### src/rtl/tlb_mp.sv
// tlb_mp: fully-associative TLB with NPORT independent search ports.
//
// Each search port registers its lookup result one cycle after s_req; results
// hold while s_req is low. The array is written by TLBWR (w_index) or TLBFILL
// (internal fill index), invalidated by INVTLB ops 0..6, and read
// combinationally through the r_* port.
//
// Ports
//   clk, reset                    clock, synchronous active-high reset
//   s_req/s_vppn/s_va_bit12/s_asid search request, packed per port
//   s_rvalid/s_found/s_index/...  registered search results, packed per port
//   invtlb_*                      INVTLB strobe, op, ASID, VPPN; badop pulse
//   we/w_fill/w_index/w_*         entry write
//   fill_index                    index the next TLBFILL will write
//   r_index/r_*                   combinational entry read
module tlb_mp #(
   parameter int TLBNUM = 16,
   parameter int NPORT  = 2,
   localparam int IW    = $clog2(TLBNUM)
) (
   input  logic                  clk,
   input  logic                  reset,
   input  logic [NPORT-1:0]      s_req,
   input  logic [19*NPORT-1:0]   s_vppn,
   input  logic [NPORT-1:0]      s_va_bit12,
   input  logic [10*NPORT-1:0]   s_asid,
   output logic [NPORT-1:0]      s_rvalid,
   output logic [NPORT-1:0]      s_found,
   output logic [IW*NPORT-1:0]   s_index,
   output logic [20*NPORT-1:0]   s_ppn,
   output logic [6*NPORT-1:0]    s_ps,
   output logic [2*NPORT-1:0]    s_plv,
   output logic [2*NPORT-1:0]    s_mat,
   output logic [NPORT-1:0]      s_d,
   output logic [NPORT-1:0]      s_v,
   input  logic                  invtlb_valid,
   input  logic [4:0]            invtlb_op,
   input  logic [9:0]            invtlb_asid,
   input  logic [18:0]           invtlb_vppn,
   output logic                  invtlb_badop,
   input  logic                  we,
   input  logic                  w_fill,
   input  logic [IW-1:0]         w_index,
   input  logic                  w_e,
   input  logic [18:0]           w_vppn,
   input  logic [5:0]            w_ps,
   input  logic [9:0]            w_asid,
   input  logic                  w_g,
   input  logic [19:0]           w_ppn0,
   input  logic [19:0]           w_ppn1,
   input  logic [1:0]            w_plv0,
   input  logic [1:0]            w_plv1,
   input  logic [1:0]            w_mat0,
   input  logic [1:0]            w_mat1,
   input  logic                  w_d0,
   input  logic                  w_d1,
   input  logic                  w_v0,
   input  logic                  w_v1,
   output logic [IW-1:0]         fill_index,
   input  logic [IW-1:0]         r_index,
   output logic                  r_e,
   output logic [18:0]           r_vppn,
   output logic [5:0]            r_ps,
   output logic [9:0]            r_asid,
   output logic                  r_g,
   output logic [19:0]           r_ppn0,
   output logic [19:0]           r_ppn1,
   output logic [1:0]            r_plv0,
   output logic [1:0]            r_plv1,
   output logic [1:0]            r_mat0,
   output logic [1:0]            r_mat1,
   output logic                  r_d0,
   output logic                  r_d1,
   output logic                  r_v0,
   output logic                  r_v1
);

   logic [TLBNUM-1:0] tlb_e;
   logic [TLBNUM-1:0] tlb_g;
   logic [18:0]       tlb_vppn [TLBNUM];
   logic [5:0]        tlb_ps   [TLBNUM];
   logic [9:0]        tlb_asid [TLBNUM];
   logic [19:0]       tlb_ppn0 [TLBNUM];
   logic [19:0]       tlb_ppn1 [TLBNUM];
   logic [1:0]        tlb_plv0 [TLBNUM];
   logic [1:0]        tlb_plv1 [TLBNUM];
   logic [1:0]        tlb_mat0 [TLBNUM];
   logic [1:0]        tlb_mat1 [TLBNUM];
   logic [TLBNUM-1:0] tlb_d0, tlb_d1, tlb_v0, tlb_v1;

   // 4 MB pages (ps 21) compare only VPPN[18:10]; everything else is 4 KB.
   function automatic logic vppn_hit(input logic [18:0] ev, input logic [5:0] eps,
                                     input logic [18:0] qv);
      return (eps == 6'd21) ? (ev[18:10] == qv[18:10]) : (ev == qv);
   endfunction

   // ---------------- search ----------------
   logic            hit_n [NPORT];
   logic [IW-1:0]   idx_n [NPORT];
   logic            odd_n [NPORT];

   always_comb begin
      for (int p = 0; p < NPORT; p++) begin
         hit_n[p] = 1'b0;
         idx_n[p] = '0;
         // descending scan so the lowest matching index is the one kept
         for (int i = TLBNUM - 1; i >= 0; i--) begin
            if (tlb_e[i] && (tlb_g[i] || tlb_asid[i] == s_asid[p*10 +: 10]) &&
                vppn_hit(tlb_vppn[i], tlb_ps[i], s_vppn[p*19 +: 19])) begin
               hit_n[p] = 1'b1;
               idx_n[p] = IW'(i);
            end
         end
         odd_n[p] = (tlb_ps[idx_n[p]] == 6'd21) ? s_vppn[p*19 + 9] : s_va_bit12[p];
      end
   end

   always_ff @(posedge clk) begin
      if (reset) begin
         s_rvalid <= '0;
         s_found  <= '0;
         s_index  <= '0;
         s_ppn    <= '0;
         s_ps     <= '0;
         s_plv    <= '0;
         s_mat    <= '0;
         s_d      <= '0;
         s_v      <= '0;
      end else begin
         s_rvalid <= s_req;
         for (int p = 0; p < NPORT; p++) begin
            if (s_req[p]) begin
               s_found[p]          <= hit_n[p];
               s_index[p*IW +: IW] <= hit_n[p] ? idx_n[p] : '0;
               s_ps[p*6 +: 6]      <= hit_n[p] ? tlb_ps[idx_n[p]] : '0;
               if (hit_n[p] && odd_n[p]) begin
                  s_ppn[p*20 +: 20] <= tlb_ppn1[idx_n[p]];
                  s_plv[p*2 +: 2]   <= tlb_plv1[idx_n[p]];
                  s_mat[p*2 +: 2]   <= tlb_mat1[idx_n[p]];
                  s_d[p]            <= tlb_d1[idx_n[p]];
                  s_v[p]            <= tlb_v1[idx_n[p]];
               end else if (hit_n[p]) begin
                  s_ppn[p*20 +: 20] <= tlb_ppn0[idx_n[p]];
                  s_plv[p*2 +: 2]   <= tlb_plv0[idx_n[p]];
                  s_mat[p*2 +: 2]   <= tlb_mat0[idx_n[p]];
                  s_d[p]            <= tlb_d0[idx_n[p]];
                  s_v[p]            <= tlb_v0[idx_n[p]];
               end else begin
                  s_ppn[p*20 +: 20] <= '0;
                  s_plv[p*2 +: 2]   <= '0;
                  s_mat[p*2 +: 2]   <= '0;
                  s_d[p]            <= 1'b0;
                  s_v[p]            <= 1'b0;
               end
            end
         end
      end
   end

   // ---------------- fill index ----------------
   logic          any_free;
   logic [IW-1:0] free_idx;
   logic [IW-1:0] fill_ptr;
   logic [IW-1:0] w_target;

   always_comb begin
      any_free = 1'b0;
      free_idx = '0;
      for (int i = TLBNUM - 1; i >= 0; i--) begin
         if (!tlb_e[i]) begin
            any_free = 1'b1;
            free_idx = IW'(i);
         end
      end
   end

   assign fill_index = any_free ? free_idx : fill_ptr;
   assign w_target   = w_fill ? fill_index : w_index;

   // TLBNUM is a power of two, so the natural wrap is mod TLBNUM
   always_ff @(posedge clk) begin
      if (reset)
         fill_ptr <= '0;
      else if (we && w_fill && !any_free)
         fill_ptr <= fill_ptr + 1'b1;
   end

   // ---------------- INVTLB ----------------
   logic [TLBNUM-1:0] inv_sel;

   always_comb begin
      inv_sel = '0;
      for (int i = 0; i < TLBNUM; i++) begin
         case (invtlb_op)
            5'd0, 5'd1: inv_sel[i] = 1'b1;
            5'd2: inv_sel[i] = tlb_e[i] & tlb_g[i];
            5'd3: inv_sel[i] = tlb_e[i] & ~tlb_g[i];
            5'd4: inv_sel[i] = tlb_e[i] & ~tlb_g[i] & (tlb_asid[i] == invtlb_asid);
            5'd5: inv_sel[i] = tlb_e[i] & ~tlb_g[i] & (tlb_asid[i] == invtlb_asid) &
                               vppn_hit(tlb_vppn[i], tlb_ps[i], invtlb_vppn);
            5'd6: inv_sel[i] = tlb_e[i] & (tlb_g[i] | (tlb_asid[i] == invtlb_asid)) &
                               vppn_hit(tlb_vppn[i], tlb_ps[i], invtlb_vppn);
            default: inv_sel[i] = 1'b0;
         endcase
      end
   end

   always_ff @(posedge clk) begin
      if (reset)
         invtlb_badop <= 1'b0;
      else
         invtlb_badop <= invtlb_valid && (invtlb_op > 5'd6);
   end

   // ---------------- array update ----------------
   // Write follows invalidate so a same-cycle write owns its entry.
   always_ff @(posedge clk) begin
      if (reset) begin
         tlb_e <= '0;
      end else begin
         for (int i = 0; i < TLBNUM; i++) begin
            if (invtlb_valid && inv_sel[i])
               tlb_e[i] <= 1'b0;
            if (we && w_target == IW'(i))
               tlb_e[i] <= w_e;
         end
      end
   end

   always_ff @(posedge clk) begin
      if (we) begin
         tlb_g[w_target]    <= w_g;
         tlb_vppn[w_target] <= w_vppn;
         tlb_ps[w_target]   <= w_ps;
         tlb_asid[w_target] <= w_asid;
         tlb_ppn0[w_target] <= w_ppn0;
         tlb_ppn1[w_target] <= w_ppn1;
         tlb_plv0[w_target] <= w_plv0;
         tlb_plv1[w_target] <= w_plv1;
         tlb_mat0[w_target] <= w_mat0;
         tlb_mat1[w_target] <= w_mat1;
         tlb_d0[w_target]   <= w_d0;
         tlb_d1[w_target]   <= w_d1;
         tlb_v0[w_target]   <= w_v0;
         tlb_v1[w_target]   <= w_v1;
      end
   end

   // ---------------- read ----------------
   assign r_e    = tlb_e[r_index];
   assign r_g    = tlb_g[r_index];
   assign r_vppn = tlb_vppn[r_index];
   assign r_ps   = tlb_ps[r_index];
   assign r_asid = tlb_asid[r_index];
   assign r_ppn0 = tlb_ppn0[r_index];
   assign r_ppn1 = tlb_ppn1[r_index];
   assign r_plv0 = tlb_plv0[r_index];
   assign r_plv1 = tlb_plv1[r_index];
   assign r_mat0 = tlb_mat0[r_index];
   assign r_mat1 = tlb_mat1[r_index];
   assign r_d0   = tlb_d0[r_index];
   assign r_d1   = tlb_d1[r_index];
   assign r_v0   = tlb_v0[r_index];
   assign r_v1   = tlb_v1[r_index];

endmodule

### config.mk
export PLATFORM = sky130hd
export DESIGN_NAME = tlb_mp
export DESIGN_NICKNAME = d
export VERILOG_FILES = /design/src/rtl/tlb_mp.sv
export SDC_FILE = /design/constraint.sdc
export NUM_CORES = 2
export LEC_CHECK = 0
export ABC_AREA = 1
export BUFFER_PORTS_ARGS = -buffer_cell sky130_fd_sc_hd__clkbuf_2
export CAP_MARGIN = 20
export CELL_PAD_IN_SITES_DETAIL_PLACEMENT = 0
export CELL_PAD_IN_SITES_GLOBAL_PLACEMENT = 1
export CORE_MARGIN = 2
export CORE_UTILIZATION = 30
export CTS_CLUSTER_SIZE = 10
export DETAILED_ROUTE_END_ITERATION = 16
export PLACE_DENSITY_LB_ADDON = 0.1
export SLEW_MARGIN = 5
export SYNTH_ARGS = -nofsm -noshare
export SYNTH_HDL_FRONTEND = slang
export SYNTH_SLANG_ARGS = --single-unit
### constraint.sdc
create_clock -name clk -period 6.3 [get_ports clk]
set_clock_uncertainty 0.15 [all_clocks]
set_input_delay 1.26 -clock clk [delete_from_list [all_inputs] [get_ports clk]]
set_output_delay 1.26 -clock clk [all_outputs]
set_load 0.03 [all_outputs]
==> metrics.cfg <==
[global_routing]
grt_pass1_vias = 101000
grt_max_degree = 212
grt_remaining_overflow = 0
grt_pass1_wl_mm = 856
track_usage_pct = 36.1
antenna_found_initial = 59

[floorplanning]
design.core.area_sq_um = 331000
ios = 368
start_util_pct = 30.2
die_w_um = 581
die-area_sq_um = 338000
dieHeight_um = 581
rows = 211

[yosys]
syn-cell-area_sq_um = 99900
yosysTopAreaCell = edfxtp_1
syn_inst = 12700
synth.top_cell.area_share_pct = 42.3
synthArstFlopShare_pct = 0
synth_seq_cells = 1505
ys_warn_count = 0
syn_nets = 12900
synth_flop_cell = edfxtp_1
synth_edf_count = 1408
avgSynthCellArea_sq_um = 7.86
synth.yosys.seq_area_share_pct = 44.3
synth_area_leaders = edfxtp_1 42%, nand2_1 10%, o21ai_0 7.5%
ys_types = 66

[clocking]
clk_pin_slew_worst_paths_ns = 0.06
post_cts_buffers = 0
ctsHoldBuffers = 0
cts_max_level = 4
tritoncts = built
cts_resized = 0
cts_buffers = 202
insertion_delay_ns = 0.90
clock_sinks = 1505
cts_root_buffer = clkbuf_16
cts_buffer_depth = 4

[pwr]
total_leakage_power_nw = 47.5
internal-power_mw = 18.6
power_switching_mw = 7.51
combPwrFrac_pct = 12.7
pwr-share-clk_pct = 44.4
share_seq_of_total_power_pct = 42.9
peakVddDrop_mv = 0.211
cellPowerDensity_nw_per_um2 = 217
p_sw_share_pct = 28.8

[detailed_routing]
dr.pass1.iters = 6
dr_wl_met2_mm = 265
highest_layer = met5
wirelength_met1_mm = 276
drtIter0Drc = 15100
wirelength_mm = 635
route.met3.wl_mm = 65.8
ant_nets = 0
via_per_inst = 6.03
vias = 108000
drc = 0
wl_per_cell_um = 35.5

[finish]
drive_gt1_share_pct = 13.7
nNetsFinal = 13600
design_area_sq_um = 120000
mostFrequentLayoutCell = nand2_1
final_cell_mix = 2715 x nand2_1, 1497 x o21ai_0, 1408 x edfxtp_1, 1052 x inv_1, 993 x nand3_1
area_delta_synth_final_pct = 20.4

[sta]
setup_viol = 0
rsz0062_at_grt = no
fin_hold_ws_ns = 0.322
slew_headroom_pct = 13.9
tightest_slew_ns = 1.28
maxSlewViolCount = 0
min_period_ns = 5.94
maxClockFrequency_mhz = 168
hold_violations = 0
fin_crit_sh_pct = 94.3

[worst_hold_path]
hold_class = reg -> reg

[worst_setup_path]
required_ns = 6.89
rrSetupSlack_ns = 0.40
path_class = in -> reg
cp-start-kind = input port
critical_path.endpoint_type = flop
path_max_fanout = 71
cp.arrival_ns = 6.53

[place]
hpwl_mm = 446
place_congestion = 1.00
dpl_cell_area_sq_um = 114000
io_buffers = 367

[run]
cap_violations = 0

[run_status]
status = finished clean

==> Yosys cell counts (210+ instances only) <==
cell,count
a21oi_1,924
clkbuf_1,553
edfxtp_1,1408
inv_1,1055
nand2_1,2720
nand3_1,995
nand4_1,210
nor2_1,763
o211ai_1,349
o21ai_0,1497
o221ai_1,220
o22ai_1,290
xor2_1,214
==> power groups by stage <==
stage               Combinational (mW)  Sequential [mW]  Clock (mW)
floorplan                         1.58             11.4           0
global placement                  3.24             11.4           0
detailed placement                3.23             11.4           0
CTS                               3.23             11.2        11.8
global route                      3.44             11.2        12.1
finish                            3.31             11.2        11.6
==> state kept, by name, indices dropped and copies added, names as in the netlist, 8 cells and up <==
signal / flops
tlb_ps: 96
s_ppn: 40
tlb_e: 16
tlb_d0: 16
tlb_plv0: 32
tlb_d1: 16
tlb_plv1: 32
s_index: 8
tlb_vppn: 304
tlb_g: 16
tlb_mat0: 32
tlb_ppn1: 320
tlb_asid: 160
s_ps: 12
tlb_mat1: 32
tlb_v0: 16
tlb_ppn0: 320
tlb_v1: 16
==> routing by layer <==
metal / vias up / global-route usage (%)
met5: - / 0
met1: 53600 / 50.5
li1: 46400 / -
met4: 32 / 14.1
met2: 6598 / 53.0
met3: 1240 / 9.10
==> worst max-delay path, stage by stage <==
cell      delay [ns]
clkbuf_2        0.10
inv_1           0.34
buf_4           0.33
o22ai_1         0.10
a221oi_1        0.30
nand4_1         0.13
o41ai_1         1.03
buf_4           0.34
nand3_1         0.11
nand2_1         0.09
nand2_1         0.05
nand2_1         0.13
nand2_4         0.10
nand2_4         0.11
buf_12          0.17
buf_12          0.27
buf_4           0.40
nand2_1         0.08
o21ai_0         0.10
o221ai_1        0.15
nand3_1         0.09
nand2_1         0.06
inv_1           0.23
nand4_1         0.16
nand2_1         0.09
a21oi_1         0.06
==> cell type report <==
cell class	instances	area, sq um
tap	4366	5460
multi-input combinational	9112	47300
clock inverter	66	553
timing repair buffer	1415	12600
clock buffer	299	5790
inverter	1120	4260
sequential	1505	44200
antenna	19	47.5
fill	34300	211000
==> kinds of logic after synthesis <==
| kind of cell | after synthesis | share of synthesized area, % |
|---|---|---|
| adders and majority gates | 1 | 0.0125 |
| buffers and inverters | 2099 | 8.73 |
| muxes | 28 | 0.281 |
| xor gates and xnor gates | 405 | 3.55 |
| and+or+nand+nor | 5014 | 21.5 |
| AOI/OAI and AO/OA | 3664 | 21.7 |
| DFF | 1505 | 44.3 |
==> final timing paths <==
check	startpoint	end	cells after the start
max	s_asid[16]	s_ppn[34]	26
min	fill_ptr[3]	fill_ptr[3]	2
max reg2reg	tlb_ps[15][1]	s_ppn[1]	33
min reg2reg	fill_ptr[3]	fill_ptr[3]	2
==> through the flow <==
| stage | setup WS, ns | util (%) | instances | TNS, ns | power (mW) |
|---|---|---|---|---|---|
| after floorplan | -0.607 | - | 12700 | -550.34 | 12.9 |
| after global placement | -0.420 | 34.4 | 17500 | -6.86 | 14.6 |
| after detailed placement | -0.459 | 34.4 | 17500 | -5.99 | 14.6 |
| after CTS | 0.388 | 36.3 | 17900 | 0 | 26.2 |
| after global routing | 0.185 | 36.3 | 17900 | 0 | 26.7 |
| final | 0.360 | 36.3 | 17900 | 0 | 26.1 |
No activity file was read; power rests on OpenSTA's default activity.
